## src/rtl/apb_slv_pkg.sv

```systemverilog
// Shared types and constants for the APB byte-register slave.
// Wait-state support is built only when APB_SLV_WAIT_EN is defined.
package apb_slv_pkg;

    typedef enum logic [1:0] {
        ST_IDLE   = 2'd0,
        ST_SETUP  = 2'd1,
        ST_ACCESS = 2'd2
    } apb_state_t;

    localparam int WAIT_W_DEF   = 2;
    localparam int NUM_REGS_DEF = 8;

    localparam logic [7:0] ADDR_CTRL     = 8'h00;
    localparam logic [7:0] ADDR_XFER_CNT = 8'h01;
    localparam logic [7:0] ADDR_DATA0    = 8'h02;
    localparam logic [7:0] ADDR_DATA1    = 8'h03;
    localparam logic [7:0] ADDR_DATA2    = 8'h04;
    localparam logic [7:0] ADDR_DATA3    = 8'h05;
    localparam logic [7:0] ADDR_SCRATCH  = 8'h06;
    localparam logic [7:0] ADDR_WAIT_CFG = 8'h07;

    localparam logic [7:0] RST_CTRL     = 8'h00;
    localparam logic [7:0] RST_DATA     = 8'h00;
    localparam logic [7:0] RST_SCRATCH  = 8'h00;
    localparam logic [7:0] RST_WAIT_CFG = 8'h00;
    localparam logic [7:0] RST_XFER_CNT = 8'h00;

    // Out-of-map accesses and writes to the read-only counter are errors.
    function automatic logic addr_err(input logic [7:0] addr, input logic wr,
                                      input int num_regs);
        return (int'({24'd0, addr}) >= num_regs) || (wr && (addr == ADDR_XFER_CNT));
    endfunction

endpackage

```

## src/rtl/apb_slv_if.sv

```systemverilog
// APB bus bundle between a master and the byte-register slave.
interface apb_slv_if;
    logic       psel;
    logic       penable;
    logic       pwrite;
    logic [7:0] paddr;
    logic [7:0] pwdata;
    logic       pready;
    logic       pslverr;
    logic [7:0] prdata;

    modport master (
        output psel, penable, pwrite, paddr, pwdata,
        input  pready, pslverr, prdata
    );

    modport slave (
        input  psel, penable, pwrite, paddr, pwdata,
        output pready, pslverr, prdata
    );
endinterface

```

## src/rtl/apb_slv_regfile.sv

```systemverilog
// Register storage, address decode and read mux for the APB slave.
// WAIT_CFG storage exists only when APB_SLV_WAIT_EN is defined.
module apb_slv_regfile
    import apb_slv_pkg::*;
#(
    parameter int WAIT_W   = WAIT_W_DEF,
    parameter int NUM_REGS = NUM_REGS_DEF
) (
    input  logic              pclk,
    input  logic              presetn,
    input  logic              wr_en,
    input  logic              wr,
    input  logic [7:0]        addr,
    input  logic [7:0]        wdata,
    input  logic [7:0]        xfer_cnt,
    output logic              err,
    output logic [7:0]        rdata,
    output logic [7:0]        ctrl
`ifdef APB_SLV_WAIT_EN
    ,output logic [WAIT_W-1:0] wait_cfg
`endif
);

    logic [7:0]        ctrl_q;
    logic [7:0]        data_q [4];
    logic [7:0]        scratch_q;
    logic [WAIT_W-1:0] wait_cfg_q;

    assign err  = addr_err(addr, wr, NUM_REGS);
    assign ctrl = ctrl_q;

`ifdef APB_SLV_WAIT_EN
    assign wait_cfg = wait_cfg_q;
`else
    assign wait_cfg_q = '0;
`endif

    always_ff @(posedge pclk or negedge presetn) begin
        if (!presetn) begin
            ctrl_q    <= RST_CTRL;
            scratch_q <= RST_SCRATCH;
            for (int i = 0; i < 4; i++) data_q[i] <= RST_DATA;
`ifdef APB_SLV_WAIT_EN
            wait_cfg_q <= WAIT_W'(RST_WAIT_CFG);
`endif
        end else if (wr_en && !err) begin
            case (addr)
                ADDR_CTRL:    ctrl_q    <= wdata;
                ADDR_DATA0:   data_q[0] <= wdata;
                ADDR_DATA1:   data_q[1] <= wdata;
                ADDR_DATA2:   data_q[2] <= wdata;
                ADDR_DATA3:   data_q[3] <= wdata;
                ADDR_SCRATCH: scratch_q <= wdata;
                ADDR_WAIT_CFG: begin
`ifdef APB_SLV_WAIT_EN
                    wait_cfg_q <= wdata[WAIT_W-1:0];
`endif
                end
                default: ;
            endcase
        end
    end

    always_comb begin
        rdata = 8'h00;
        if (!err) begin
            case (addr)
                ADDR_CTRL:     rdata = ctrl_q;
                ADDR_XFER_CNT: rdata = xfer_cnt;
                ADDR_DATA0:    rdata = data_q[0];
                ADDR_DATA1:    rdata = data_q[1];
                ADDR_DATA2:    rdata = data_q[2];
                ADDR_DATA3:    rdata = data_q[3];
                ADDR_SCRATCH:  rdata = scratch_q;
                ADDR_WAIT_CFG: rdata = 8'(wait_cfg_q);
                default:       rdata = 8'h00;
            endcase
        end
    end

endmodule

```

## src/rtl/apb_reg_slave.sv

```systemverilog
// APB byte-register slave: protocol FSM, wait counter and transfer counter.
// Define APB_SLV_WAIT_EN to build programmable wait states (WAIT_CFG).
//
//   state     | meaning
//   ----------+--------------------------------------------------------
//   ST_IDLE   | no transfer in flight; any psel cycle is taken as setup
//   ST_SETUP  | setup seen; the next psel&penable cycle is the 1st access
//   ST_ACCESS | access phase held by wait states, waiting for completion
module apb_reg_slave
    import apb_slv_pkg::*;
#(
    parameter int WAIT_W   = WAIT_W_DEF,
    parameter int NUM_REGS = NUM_REGS_DEF
) (
    input  logic       pclk,
    input  logic       presetn,
    apb_slv_if.slave   bus,
    output logic [7:0] ctrl_o
);

    apb_state_t state;
    logic [7:0] xfer_cnt;
    logic [7:0] rdata;
    logic       access;
    logic       wait_done;
    logic       complete;
    logic       err;
    logic       wr_en;

    // penable straight out of idle is only a setup, so it never completes.
    assign access   = bus.psel & bus.penable & (state != ST_IDLE);
    assign complete = access & wait_done;
    assign wr_en    = complete & bus.pwrite;

    assign bus.pready  = complete;
    assign bus.pslverr = complete & err;
    assign bus.prdata  = (complete & ~bus.pwrite & ~err) ? rdata : 8'h00;

`ifdef APB_SLV_WAIT_EN
    logic [WAIT_W-1:0] wait_cfg;
    logic [WAIT_W-1:0] wcnt;

    assign wait_done = (wcnt == wait_cfg);

    always_ff @(posedge pclk or negedge presetn) begin
        if (!presetn) begin
            wcnt <= '0;
        end else if (access && !wait_done) begin
            wcnt <= wcnt + 1'b1;
        end else begin
            wcnt <= '0;
        end
    end
`else
    assign wait_done = 1'b1;
`endif

    always_ff @(posedge pclk or negedge presetn) begin
        if (!presetn) begin
            state    <= ST_IDLE;
            xfer_cnt <= RST_XFER_CNT;
        end else begin
            if (complete) xfer_cnt <= xfer_cnt + 8'd1;
            case (state)
                ST_IDLE: begin
                    if (bus.psel) state <= ST_SETUP;
                end
                ST_SETUP: begin
                    if (!bus.psel)          state <= ST_IDLE;
                    else if (bus.penable)   state <= complete ? ST_IDLE : ST_ACCESS;
                end
                ST_ACCESS: begin
                    if (!bus.psel || complete) state <= ST_IDLE;
                end
                default: state <= ST_IDLE;
            endcase
        end
    end

    apb_slv_regfile #(
        .WAIT_W   (WAIT_W),
        .NUM_REGS (NUM_REGS)
    ) u_regfile (
        .pclk     (pclk),
        .presetn  (presetn),
        .wr_en    (wr_en),
        .wr       (bus.pwrite),
        .addr     (bus.paddr),
        .wdata    (bus.pwdata),
        .xfer_cnt (xfer_cnt),
        .err      (err),
        .rdata    (rdata),
        .ctrl     (ctrl_o)
`ifdef APB_SLV_WAIT_EN
        ,.wait_cfg (wait_cfg)
`endif
    );

endmodule

```

## src/flat_wrapper.sv

```systemverilog
// flat-port wrapper written by rule: the top's interface ports become plain ports
module apb_reg_slave_flat import apb_slv_pkg::*;
#(
    parameter int WAIT_W   = WAIT_W_DEF,
    parameter int NUM_REGS = NUM_REGS_DEF
)
  (pclk, presetn, ctrl_o, bus_psel, bus_penable, bus_pwrite, bus_paddr, bus_pwdata, bus_pready, bus_pslverr, bus_prdata);
  apb_slv_if bus_i ();
  input  logic pclk;
  input  logic presetn;
  output logic [7:0] ctrl_o;
  input wire logic [$bits(bus_i.psel)-1:0] bus_psel;
  input wire logic [$bits(bus_i.penable)-1:0] bus_penable;
  input wire logic [$bits(bus_i.pwrite)-1:0] bus_pwrite;
  input wire logic [$bits(bus_i.paddr)-1:0] bus_paddr;
  input wire logic [$bits(bus_i.pwdata)-1:0] bus_pwdata;
  output wire logic [$bits(bus_i.pready)-1:0] bus_pready;
  output wire logic [$bits(bus_i.pslverr)-1:0] bus_pslverr;
  output wire logic [$bits(bus_i.prdata)-1:0] bus_prdata;
  assign bus_i.psel = bus_psel;
  assign bus_i.penable = bus_penable;
  assign bus_i.pwrite = bus_pwrite;
  assign bus_i.paddr = bus_paddr;
  assign bus_i.pwdata = bus_pwdata;
  assign bus_pready = bus_i.pready;
  assign bus_pslverr = bus_i.pslverr;
  assign bus_prdata = bus_i.prdata;
  apb_reg_slave #(.WAIT_W(WAIT_W), .NUM_REGS(NUM_REGS)) u_core (.pclk(pclk), .presetn(presetn), .bus(bus_i), .ctrl_o(ctrl_o));
endmodule
```

## config.mk

```make
export PLATFORM = sky130hd
export DESIGN_NAME = apb_reg_slave_flat
export DESIGN_NICKNAME = d
export VERILOG_FILES = /design/src/rtl/apb_slv_pkg.sv /design/src/rtl/apb_slv_if.sv /design/src/rtl/apb_slv_regfile.sv /design/src/rtl/apb_reg_slave.sv /design/src/flat_wrapper.sv
export SDC_FILE = /design/constraint.sdc
export NUM_CORES = 1
export LEC_CHECK = 0
export BUFFER_PORTS_ARGS = -buffer_cell sky130_fd_sc_hd__buf_2
export CORE_AREA = 4 4 76 78
export DETAILED_ROUTE_END_ITERATION = 10
export DIE_AREA = 0 0 80 82
export GPL_TIMING_DRIVEN = 0
export MAX_ROUTING_LAYER = met4
export PLACE_DENSITY = 0.79
export SLEW_MARGIN = 0
export SYNTH_ARGS = -nofsm -noshare
export SYNTH_HDL_FRONTEND = slang
export SYNTH_SLANG_ARGS = --single-unit
```

## constraint.sdc

```tcl
create_clock -name pclk -period 4.2 [get_ports pclk]
set_clock_uncertainty 0.15 [all_clocks]
set_input_delay 0.63 -clock pclk [delete_from_list [all_inputs] [get_ports pclk]]
set_output_delay 0.63 -clock pclk [all_outputs]
set_load 0.005 [all_outputs]
```

# After elaboration in Yosys (flattened, before gate mapping)
# Index checks and enable logic that the tools add are counted.
[op_classes] add_sub_neg=1 multipliers=0 div=0 n_lt_le_gt_ge=1 n_eq_ne=11 n_shift=0 muxes=9 n_bitwise=8 n_reduce_logical=16
[ops] op="$pmux 8 s7" n=1
[ops] op="$eq 8x3->1 const B" n=3
[ops] op="$eq 8x2->1 const B" n=2
[ops] op="$mux 8" n=2
[ops] op="$reduce_and 2->1" n=6
[ops] op="$mux 2" n=5
[ops] op="$add 8x1->8 const B" n=1
[ops] op="$eq 8x1->1 const B" n=1
[ops] op="$ge 8x4->1 const B" n=1
[ops] op="$logic_not 8->1" n=1
[ops] op="$and 1x1->1" n=6
[ops] op="$pmux 2 s3" n=1
[ops] op="$ne 3x3->1 const B" n=1
[ops] op="$reduce_and 3->1" n=1
[ops] op="$eq 2x1->1 const B" n=1
[ops] op="$eq 2x2->1 const B" n=1
[ops] op="$logic_and 1x1->1" n=2
[ops] op="$logic_not 1->1" n=2
[ops] op="$logic_not 2->1" n=1
[ops] op="$logic_or 1x1->1" n=2
[ops] op="$ne 2x1->1 const B" n=1
[ops] op="$ne 2x2->1 const B" n=1
[ops] op="$not 1->1" n=2
[ops] op="$reduce_bool 2->1" n=1
[totals] regBits=58 latch_bits=0 ram_bits=0 rom_bits=0 in_bits=21 output_inout_bits=18 n_memories=0

# Depth between registers and ports, before layout
[depth] ltp_word=6 ltp_mapped=5 depth_no_buf=4

# Cells and area by module
# A second synthesis with hierarchy kept.
[unflattened] hier_cells=239 hier_area_um2=2915.3
[by_module_without_submodules] mod="apb_slv_regfile" instances=1 cells_each=192 area_each_um2=2399.8 seq_area_each_um2=1201.2
[by_module_without_submodules] mod="apb_reg_slave" instances=1 cells_each=47 area_each_um2=515.5 seq_area_each_um2=250.2

# Least setup slack after synthesis
# OpenSTA, ideal clock, no wires.
[synth_timing] path_kind="input to output" from="input bus_paddr[7]" to="output bus_prdata[0]" arrival_time_ns=2.023 t_required_ns=3.420 path_slack_ns=1.397 cell_stages=5 path_buffers=2 path_cell_list="or3_1 buf_6 or4_1 clkbuf_1 nor3_1"
[synth_between] elab_chain_len=6 word_cells_on_any_way=15
[synth_lines] item="from (decl)" line_no="flat_wrapper.sv:15" text="input wire logic [$bits(bus_i.paddr)-1:0] bus_paddr;"
[synth_lines] item="branches (longest 5 deep; another with $ge 8x4->1)"
[synth_lines] item="$mux 8 (*)" line_no="apb_reg_slave.sv:37" text="assign bus.prdata = (complete & ~bus.pwrite & ~err) ? rdata : 8'h00;"
[synth_lines] item="to (decl)" line_no="flat_wrapper.sv:19" text="output wire logic [$bits(bus_i.prdata)-1:0] bus_prdata;"
# Mark *: on every way between the ends.

# Final worst setup path
# Same ends and word-level chain as after synthesis.

==> impl_results.md <==
* CTS tree: built
* Mux cell area share after synthesis at 28.31%
* Endpoint class of the critical path: primary output
* GPL Wtd Cong at 0.8048
* DP HPWL at 4.248 mm
* Worst-path clk slew at 70 ps
* WL/cell at 18.54 µm
* Synth Register Bits at 58
* Root buf cell: clkbuf_8
* Total power divided by cell area at 371.4 mW/mm²
* Max H-tree Level at 3
* Residual DRC at 0
* Commonest non-fill, non-tap cell in the layout: mux2_2
* Rel. slew slack at 44.80%
* Placed cell area at 0.003243 mm²
* DP Cell Count at 333
* CORE AREA at 0.005075 mm²
* Layout Area Growth over Synthesis at 16.75%
* Synthesized net count at 247
* Status: complete, no violations
* Most frequent cells in the layout: 61 x mux2_2, 58 x dfrtp_1, 39 x buf_2
* Fin cells at 349
* Die Wd at 80 µm
* GRT Residual Overflow at 0
* First-pass GRT wire length at 10.49 mm
* Synthesized area at 0.002965 mm²
* Final Setup Violations at 0
* CTS Buf Count at 9
* Post-synth top area cell: dfrtp_1
* Final Hold Vio Count at 0
* Final worst path period share at 76.65%
* Cts hold-fix bufs at 0
* Synth unique cells at 33
* Post-cts sizing count at 0
* RSZ-0062 raised after global routing: no
* Num rows at 26
* TritonRoute pass-1 iters at 6
* Yosys warns at 0
* Sequential share of the synthesized area at 48.95%
* Max cap viols at 0
* CP required at 3420 ps
* Maximum VDD drop at 0.2877 mV
* Total inserted antenna cells at 0
* Via count at 2016
* Worst-path fanout max at 8
* Largest net degree at the start of global routing at 59
* Fin util at 68.22%
* Post CTS Setup Buffer Count at 0
* CP Class: input port to primary output
* Crit path DAT at 2440 ps
* Clk_lat worst skew at 340 ps
* Nets at 296
* Full die area at 0.006560 mm²
* Synth Area in Compound Gates at 4.388%
* Slew Viols, Final at 0
* Final wirelength at 6.471 mm
* Clock tree buffer depth at 2
* Simple-Gate Fraction of Synth Area at 13.63%
* I/O Pins at 39
* Final critical-path required period at 3219 ps
* Synth Area in Adders at 0.4219%
* Setup TNS at 0 ps
* 1st-iter DRT viols at 167
* Syn Inst Count at 225
* Via/cell ratio at 5.777
* Xor and xnor area share after synthesis at 2.068%
* Largest family of logic cells by synthesized area: multiplexers
* Leakage at 1.757 nW
* Worst-Margin Slew at 824.4 ps
* Number of global-route vias before repair at 2081
* Starting Density at 58.43%
* Yosys top cell area share at 48.95%
* Max Freq at 0.3106 GHz
* Fillers at 390
* Die height at 82 µm
* Top cells by area, synth: dfrtp_1 49%, mux2_2 23%, mux2_4 4.1%, nor4_4 3.6%, o22ai_1 3.0%
* Antenna-violating nets left at 0
* Fin area at 0.003462 mm²
* Sink Count at 58
* PortBufs at 38
* Share of layout cells above drive strength 1 at 48.75%
* GRT Overall Usage at 22.70%
* Syn Area/Cell at 13.18 µm²
* Initial antenna violation count at 0
* HP Class: input port to asynchronous set/reset pin
* Worst setup SP type: input port
## through the flow
step	setup WS, ps	hold slack (ps)	power, W
CTS	973.0	326.9	0.001297
global placement	1015	306.5	0.0007369
finish	980.7	187.1	0.001286
global route	835.2	245.6	0.001335
floorplan	1397	184.4	0.0006851
detailed placement	982.7	315.6	0.0007410
## cells by family after synthesis
group | after synthesis
multiplexers | 71
flip-flops | 58
AND/OR/NAND/NOR | 56
AO/OA/AOI/OAI | 19
buffers and inverters | 13
XOR/XNOR | 7
adder cells (fa/ha/maj) | 1
## synthesized netlist by cell type
cell and n:
nand2b_1 3, o211a_1 1, mux2_2 61, nor3_1 11
or4_4 1, nor2_1 3, buf_2 2, mux2i_1 1
mux2_4 8, inv_1 2, o22ai_1 14, or3b_2 1
xnor2_1 4, nor4_4 5, or3_1 3, nand2_1 8
dfrtp_1 58, nor4b_1 1, buf_6 2, xor2_1 3
and3_1 1, clkbuf_1 7, nand4_1 3, nor4bb_1 1
o211ai_1 1, nand3b_1 4, ha_1 1, a211oi_1 1
or4_1 1, mux4_2 1, o2111ai_1 2, nor2b_1 7
or2_2 3
## report_power, final
part	leakage [nW]	internal (W)	switching [W]
clock	0.110	0.000340	0.000216
sequential	0.802	0.000580	0.0000333
combinational	0.845	0.0000511	0.0000658
total	1.76	0.000971	0.000315
## layout make-up
class,count,area [µm²],share of cell area [%]
Inverter,2,7.507,0.2168
Sequential cell,58,1451,41.92
Clock buffer,15,186.4,5.385
Multi-Input combinational cell,154,1448,41.81
Tap cell,70,87.58,2.530
Buffer,11,58.81,1.699
Timing Repair Buffer,38,192.7,5.566
Clock inverter,1,30.03,0.8674
## state kept, by name (all words and copies together) (netlist names)
name                        cells
u_core.state                    2
u_core.u_regfile.ctrl           8
u_core.u_regfile.scratch_q      8
u_core.u_regfile.data_q        32
u_core.xfer_cnt                 8
## layer usage
metal | wire (µm) | GRT usage, % | vias up
met1 | 2957 | 29.07 | 1020
met2 | 3042 | 34.02 | 50
met4 | 146 | 9.797 | 0
met5 | 0 | - | -
li1 | - | - | 935
met3 | 323 | 6.250 | 11
## path summary, 6_finish.rpt
kind / start / endpoint / slack [ps] / depth (start not counted)
hold reg to reg: u_core.xfer_cnt[7]$_DFFE_PN0P_ / u_core.xfer_cnt[7]$_DFFE_PN0P_ / 330 / 1
setup / recovery: bus_paddr[7] / bus_prdata[0] / 980 / 7
hold / removal: presetn / u_core.u_regfile.data_q[10]$_DFFE_PN0P_ / 190 / 1
min in group pclk: u_core.xfer_cnt[7]$_DFFE_PN0P_ / u_core.xfer_cnt[7]$_DFFE_PN0P_ / 330 / 1
setup reg to reg: u_core.state[1]$_DFFE_PN0P_ / u_core.u_regfile.data_q[13]$_DFFE_PN0P_ / 1900 / 3
max in group asynchronous: presetn / u_core.xfer_cnt[7]$_DFFE_PN0P_ / 3220 / 1
## critical path, stage by stage
cell and delay, ps:
buf_2 90, or3_1 390, buf_6 170, or4_1 460, clkbuf_1 260, nor3_1 280
buf_2 150
(Power assumes the default switching activity.)
